--- config.mk ---
export PLATFORM = sky130hd
export DESIGN_NAME = moore_pattern_gen
export DESIGN_NICKNAME = d
export VERILOG_FILES = /design/src/rtl/patgen_pkg.sv /design/src/rtl/patgen_shift_reg.sv /design/src/rtl/moore_pattern_gen.sv
export SDC_FILE = /design/constraint.sdc
export NUM_CORES = 1
export LEC_CHECK = 0
export ABC_AREA = 1
export BUFFER_PORTS_ARGS = -buffer_cell sky130_fd_sc_hd__buf_2
export CORE_ASPECT_RATIO = 1.2
export CORE_UTILIZATION = 50
export CTS_CLUSTER_SIZE = 14
export DETAILED_ROUTE_END_ITERATION = 10
export PLACE_DENSITY = 0.73
export SKIP_CTS_REPAIR_TIMING = 1
export SLEW_MARGIN = 0
export SYNTH_ARGS = -nofsm -noshare
export SYNTH_HDL_FRONTEND = slang
export SYNTH_SLANG_ARGS = --single-unit
--- constraint.sdc ---
create_clock -name clk -period 3 [get_ports clk]
set_input_delay 0.15 -clock clk [delete_from_list [all_inputs] [get_ports clk]]
set_output_delay 0.15 -clock clk [all_outputs]
set_load 0.01 [all_outputs]
--- src/rtl/patgen_pkg.sv ---
// Shared state encoding and default sizing for the serial pattern generator.
package patgen_pkg;
    localparam logic [1:0] ST_IDLE  = 2'd0;
    localparam logic [1:0] ST_SHIFT = 2'd1;
    localparam logic [1:0] ST_GAP   = 2'd2;
    localparam logic [1:0] ST_DONE  = 2'd3;

    localparam int DEF_MAX_LEN    = 16;
    localparam int DEF_GAP_CYCLES = 2;
endpackage

--- src/rtl/patgen_shift_reg.sv ---
// MSB-first shift register: the active field is left-aligned on load, so bit_out is a flop with zero fill.
// One bit per shift; last flags the final bit of the loaded field; no backpressure.
module patgen_shift_reg
    import patgen_pkg::*;
#(
    parameter int MAX_LEN = DEF_MAX_LEN,
    parameter int CNT_W   = 5
) (
    input  logic               clk,
    input  logic               reset,
    input  logic               load,
    input  logic               shift,
    input  logic [MAX_LEN-1:0] data,
    input  logic [CNT_W-1:0]   len,
    output logic               bit_out,
    output logic               last
);
    localparam logic [CNT_W-1:0] MAX_L = CNT_W'(MAX_LEN);

    logic [MAX_LEN-1:0] r_data;
    logic [CNT_W-1:0]   r_cnt;
    logic [CNT_W-1:0]   w_sh;

    assign w_sh = MAX_L - len;

    always_ff @(posedge clk) begin
        if (reset) begin
            r_data <= '0;
            r_cnt  <= '0;
        end else if (load) begin
            r_data <= data << w_sh;
            r_cnt  <= len;
        end else if (shift) begin
            // Shifting past the field drains zeros, which keeps P1 low outside bursts.
            r_data <= r_data << 1;
            if (r_cnt != '0)
                r_cnt <= r_cnt - 1'b1;
        end
    end

    assign bit_out = r_data[MAX_LEN-1];
    assign last    = (r_cnt == CNT_W'(1));
endmodule

--- src/rtl/moore_pattern_gen.sv ---
// Serial MSB-first pattern transmitter with repeats and idle gaps; registered outputs, first bit the cycle after start.
// No backpressure: start is honoured only in IDLE. Optional parity cycle with PATGEN_PARITY_EN.
module moore_pattern_gen
    import patgen_pkg::*;
#(
    parameter int MAX_LEN    = DEF_MAX_LEN,
    parameter int CNT_W      = 5,
    parameter int REP_W      = 4,
    parameter int GAP_CYCLES = DEF_GAP_CYCLES
) (
    input  logic               clk,
    input  logic               reset,
    input  logic               start,
    input  logic [MAX_LEN-1:0] pattern,
    input  logic [CNT_W-1:0]   len,
    input  logic [REP_W-1:0]   repeats,   // "repeat" is a reserved word
    output logic               P1,
    output logic               valid,
    output logic               busy,
    output logic               done
);
    localparam logic [CNT_W-1:0] MAX_L = CNT_W'(MAX_LEN);
    localparam int GAP_W = (GAP_CYCLES > 1) ? $clog2(GAP_CYCLES) : 1;

    logic [1:0]         r_state;
    logic [MAX_LEN-1:0] r_pat;
    logic [CNT_W-1:0]   r_len;
    logic [REP_W-1:0]   r_rep;
    logic [GAP_W-1:0]   r_gap;
    logic               r_valid;
    logic               r_busy;
    logic               r_done;

    logic [1:0]         w_nxt;
    logic [CNT_W-1:0]   w_len_c;
    logic               w_load;
    logic               w_shift;
    logic               w_ld_par;
    logic               w_rep_end;
    logic [MAX_LEN-1:0] w_ld_dat;
    logic [CNT_W-1:0]   w_ld_len;
    logic               w_bit;
    logic               w_last;

    assign w_len_c = (len > MAX_L) ? MAX_L : len;

`ifdef PATGEN_PARITY_EN
    logic               r_par;
    logic               r_in_par;
    logic [MAX_LEN-1:0] w_mask;
    assign w_mask    = ~({MAX_LEN{1'b1}} << w_len_c);
    assign w_rep_end = (r_state == ST_SHIFT) && w_last && r_in_par;
`else
    assign w_rep_end = (r_state == ST_SHIFT) && w_last;
`endif

    always_comb begin
        w_nxt    = r_state;
        w_load   = 1'b0;
        w_shift  = 1'b0;
        w_ld_par = 1'b0;
        w_ld_dat = r_pat;
        w_ld_len = r_len;
        case (r_state)
            ST_IDLE: begin
                w_ld_dat = pattern;
                w_ld_len = w_len_c;
                if (start) begin
                    if (w_len_c == '0) begin
                        w_nxt = ST_DONE;
                    end else begin
                        w_load = 1'b1;
                        w_nxt  = ST_SHIFT;
                    end
                end
            end
            ST_SHIFT: begin
                if (!w_last) begin
                    w_shift = 1'b1;
`ifdef PATGEN_PARITY_EN
                end else if (!r_in_par) begin
                    w_load   = 1'b1;
                    w_ld_par = 1'b1;
`endif
                end else if (r_rep != '0) begin
                    if (GAP_CYCLES == 0) begin
                        w_load = 1'b1;
                    end else begin
                        w_shift = 1'b1;
                        w_nxt   = ST_GAP;
                    end
                end else begin
                    w_shift = 1'b1;
                    w_nxt   = ST_DONE;
                end
            end
            ST_GAP: begin
                if (r_gap == '0) begin
                    w_load = 1'b1;
                    w_nxt  = ST_SHIFT;
                end
            end
            default: w_nxt = ST_IDLE;
        endcase
`ifdef PATGEN_PARITY_EN
        if (w_ld_par) begin
            w_ld_dat = {{(MAX_LEN-1){1'b0}}, r_par};
            w_ld_len = CNT_W'(1);
        end
`endif
    end

    always_ff @(posedge clk) begin
        if (reset) begin
            r_state <= ST_IDLE;
            r_pat   <= '0;
            r_len   <= '0;
            r_rep   <= '0;
            r_gap   <= '0;
            r_valid <= 1'b0;
            r_busy  <= 1'b0;
            r_done  <= 1'b0;
        end else begin
            r_state <= w_nxt;
            case (r_state)
                ST_IDLE: begin
                    if (start) begin
                        r_pat <= pattern;
                        r_len <= w_len_c;
                        r_rep <= repeats;
                        if (w_len_c == '0) begin
                            r_done <= 1'b1;
                        end else begin
                            r_valid <= 1'b1;
                            r_busy  <= 1'b1;
                        end
                    end
                end
                ST_SHIFT: begin
                    if (w_rep_end) begin
                        if (r_rep != '0) begin
                            r_rep <= r_rep - 1'b1;
                            if (GAP_CYCLES != 0) begin
                                r_valid <= 1'b0;
                                r_gap   <= GAP_W'(GAP_CYCLES - 1);
                            end
                        end else begin
                            r_valid <= 1'b0;
                            r_busy  <= 1'b0;
                            r_done  <= 1'b1;
                        end
                    end
                end
                ST_GAP: begin
                    if (r_gap == '0)
                        r_valid <= 1'b1;
                    else
                        r_gap <= r_gap - 1'b1;
                end
                default: r_done <= 1'b0;
            endcase
        end
    end

`ifdef PATGEN_PARITY_EN
    always_ff @(posedge clk) begin
        if (reset) begin
            r_par    <= 1'b0;
            r_in_par <= 1'b0;
        end else begin
            if (r_state == ST_IDLE && start) begin
                r_par    <= ^(pattern & w_mask);
                r_in_par <= 1'b0;
            end else if (w_ld_par) begin
                r_in_par <= 1'b1;
            end else if (w_rep_end) begin
                r_in_par <= 1'b0;
            end
        end
    end
`endif

    patgen_shift_reg #(
        .MAX_LEN (MAX_LEN),
        .CNT_W   (CNT_W)
    ) u_shift (
        .clk     (clk),
        .reset   (reset),
        .load    (w_load),
        .shift   (w_shift),
        .data    (w_ld_dat),
        .len     (w_ld_len),
        .bit_out (w_bit),
        .last    (w_last)
    );

    assign P1    = w_bit;
    assign valid = r_valid;
    assign busy  = r_busy;
    assign done  = r_done;
endmodule

==> out/results.ini <==
[outcome]
outcome = completed

[setup_path]
path_cells = inv_2 > nand2_4 > nand2_2 > nand2_1 > inv_2 > ha_1 > nand3_1 > inv_1 > nand2_1 > nand2_1 > nand2_1 > nor2_4 > nand2_1 > nor2_1 > nor2_1 > nor2_1
crit_top_cell = nand2_1
critical_path.startpoint_type = flip-flop
cp_max_fo = 19
crit_path_end_kind = flip-flop
max_stage_delay_ns = 0.37
crit_arrival_ns = 2.79
critical_path_class = flip-flop to flip-flop
crit_required_ns = 3.25
slowest_stage = dfxtp_1

[timing]
worstMarginPinSlew_ns = 0.902
slew_headroom_pct = 39.8
clock.fmax_ghz = 0.393
setup_tns_ns = 0
slew_viol_final = 0
fin_crit_ns = 2.54
hold_violations = 0
fin_hold_ws_ns = 0.0747
fin_skew_ns = 0.00286
period_share_pct = 84.8
rsz0062_at_grt = no
setup_viol = 0

[finish]
fin_cells = 649
area_growth_pct = 9.51
nets = 596
stdcell_area_mm2 = 0.00361
finalCoreUtilization_pct = 56.4
diodes = 0
fillers = 680
drive_above_1_share_pct = 12.1

[power_and_ir_drop]
p_seq_share_pct = 23.9
leakage_uw = 0.00170
power.density_mw_per_mm2 = 1210
p_clk_share_pct = 12.1
switching_share_pct = 51.5
p_int_uw = 2120
combPwrFrac_pct = 64.0
netSwitchingPower_uw = 2250
worst_ir_drop_vdd_mv = 0.505

[clocking]
h-tree-depth = 2
cts_tree = done
worstSkewPairLatency_ns = 0.31
cts_buffer_depth = 2
clock_sinks = 52
cts_buffers = 5
root_buffer = clkbuf_8
clkSlewWorstSetupHoldPaths_ns = 0.09

[drt]
dr.pass1.iters = 7
finalWirelength_um = 7850
antenna_left = 0
drcViolationCount = 0
drt_iter0_markers = 218
viasPerCell = 5.28
num_vias = 3424
wl_per_cell_um = 12.1

[synth]
yosysUniqueCellTypes = 32
synthesis.area_mm2 = 0.00330
avgSynthCellArea_um2 = 6.08
ys_async_sr_fraction_pct = 0
synth.most_common_cell = nand2_1
yosys-top-cells-area = dfxtp_1, nand2_1, nand3_1, o21ai_0, nor2_1
synth_edf_count = 0
yosys_register_bits = 52
yosysSeqAreaShare_pct = 31.5
synth_ff_type = dfxtp_1
ys_warn_count = 0
syn_nets = 576
synthCells = 543
yosys.area.top_type = dfxtp_1
synth_top_area_share_pct = 31.5
synth_commonest_cells = nand2_1, nand3_1, o21ai_0, dfxtp_1, nor2_1

[global_route]
antenna_found_initial = 0
grt_usage_pct = 24.9
grt_max_degree = 35
grt_pass1_wl_um = 14100
first_global_vias = 3162
gr-total-overflow = 0

[die]
num_rows = 32
die_w_um = 76.2
design.die.area_mm2 = 0.00693
coreArea_mm2 = 0.00641
io_pins = 32
initial_core_util_pct = 51.5
die_y_um = 91.0

[placement]
io_buffers = 31
gp_congestion = 0.910
place_hpwl_um = 5840
postPlaceCellArea_mm2 = 0.00348
place_inst = 641

[hold_path]
min_path_type = input port to flip-flop

[run]
drv_cap = 0

==> cells in the final DEF (no fill, tap or decap) <==
cell,n
nand2_4,3
clkbuf_8,7
nor2_4,2
a31oi_1,8
nor2_2,3
xor2_1,3
or2_0,1
nor3_1,1
or2_2,2
o22ai_1,1
ha_1,5
dfxtp_1,52
clkinvlp_4,1
o21ai_0,53
a211oi_1,6
nand2_2,2
nor2_1,49
nand3_2,1
o21ai_1,11
inv_2,8
inv_1,41
nand2_1,170
o21ai_2,1
buf_2,31
nand3_1,59
o211ai_1,2
nor3_2,1
xnor2_1,1
a21oi_1,33
bufinv_16,1
buf_4,5
==> final cells by class <==
type | count | area [um2] | share of cell area [%]
Clock buffer | 7 | 96.3 | 2.67
Clock inverter | 1 | 30.0 | 0.831
Inverter | 50 | 191 | 5.30
Multi-Input combinational cell | 418 | 1960 | 54.1
Sequential cell | 52 | 1040 | 28.8
Tap cell | 85 | 106 | 2.94
Timing Repair Buffer | 36 | 193 | 5.33
==> per-stage QoR <==
stage | power (uW) | setup slack (ns)
2_1_floorplan | 3280 | 0.708
4_1_cts | 4370 | 0.413
5_1_grt | 4870 | 0.121
3_3_place_gp | 3790 | 0.515
6_report | 4380 | 0.455
3_5_place_dp | 3830 | 0.438
==> logic make-up after synthesis <==
kind of cell	after synthesis	synth area share (%)
AOI/OAI and AO/OA	115	18.5
xor gates and xnor gates	4	1.06
adders and majority gates	5	1.90
buffers and inverters	73	9.25
DFF	52	31.5
and+or+nand+nor	294	37.8
==> metal layers <==
| metal | part of all wire, % | track usage [%] | wire (um) | vias to the layer above |
|---|---|---|---|---|
| li1 | - | - | - | 1806 |
| met1 | 48 | 32.0 | 3760 | 1518 |
| met2 | 47 | 42.7 | 3660 | 94 |
| met3 | 4.3 | 3.62 | 334 | 6 |
| met4 | 1.3 | 7.69 | 100 | 0 |
| met5 | 0 | 0 | 0 | - |
==> flip-flops by register name, indices dropped and copies added (netlist names), 2 cells and up <==
signal	cells
r_pat	16
u_shift.r_data	16
r_len	5
u_shift.r_cnt	5
r_rep	4
r_state	2
==> worst paths after layout <==
kind | to | from | slack [ns] | depth (start not counted)
worst max register to register | u_shift.r_data[9]$_SDFFE_PP0P_ | r_state[1]$_SDFFE_PP0P_ | 0.46 | 16
worst min register to register | r_pat[10]$_SDFFE_PP0P_ | r_pat[10]$_SDFFE_PP0P_ | 0.45 | 2
worst max-delay path | u_shift.r_data[9]$_SDFFE_PP0P_ | r_state[1]$_SDFFE_PP0P_ | 0.46 | 16
worst min-delay path | r_pat[2]$_SDFFE_PP0P_ | pattern[2] | 0.07 | 3
==> power by group through the flow <==
stage | registers [uW] | clock network, uW | logic (uW)
global placement | 1050 | 0 | 2740
CTS | 1050 | 545 | 2780
floorplan | 1040 | 0 | 2250
detailed placement | 1060 | 0 | 2770
global route | 1070 | 567 | 3230
finish | 1050 | 531 | 2800
==> critical path: cells and delay by family, from the launching register on <==
family / cells / cell delay, ns
flip-flops: 1 / 0.37
adder cells (fa/ha/maj): 1 / 0.22
buffers and inverters: 3 / 0.44
AND/OR/NAND/NOR: 12 / 1.45
Power figures use the tool's default switching activity.
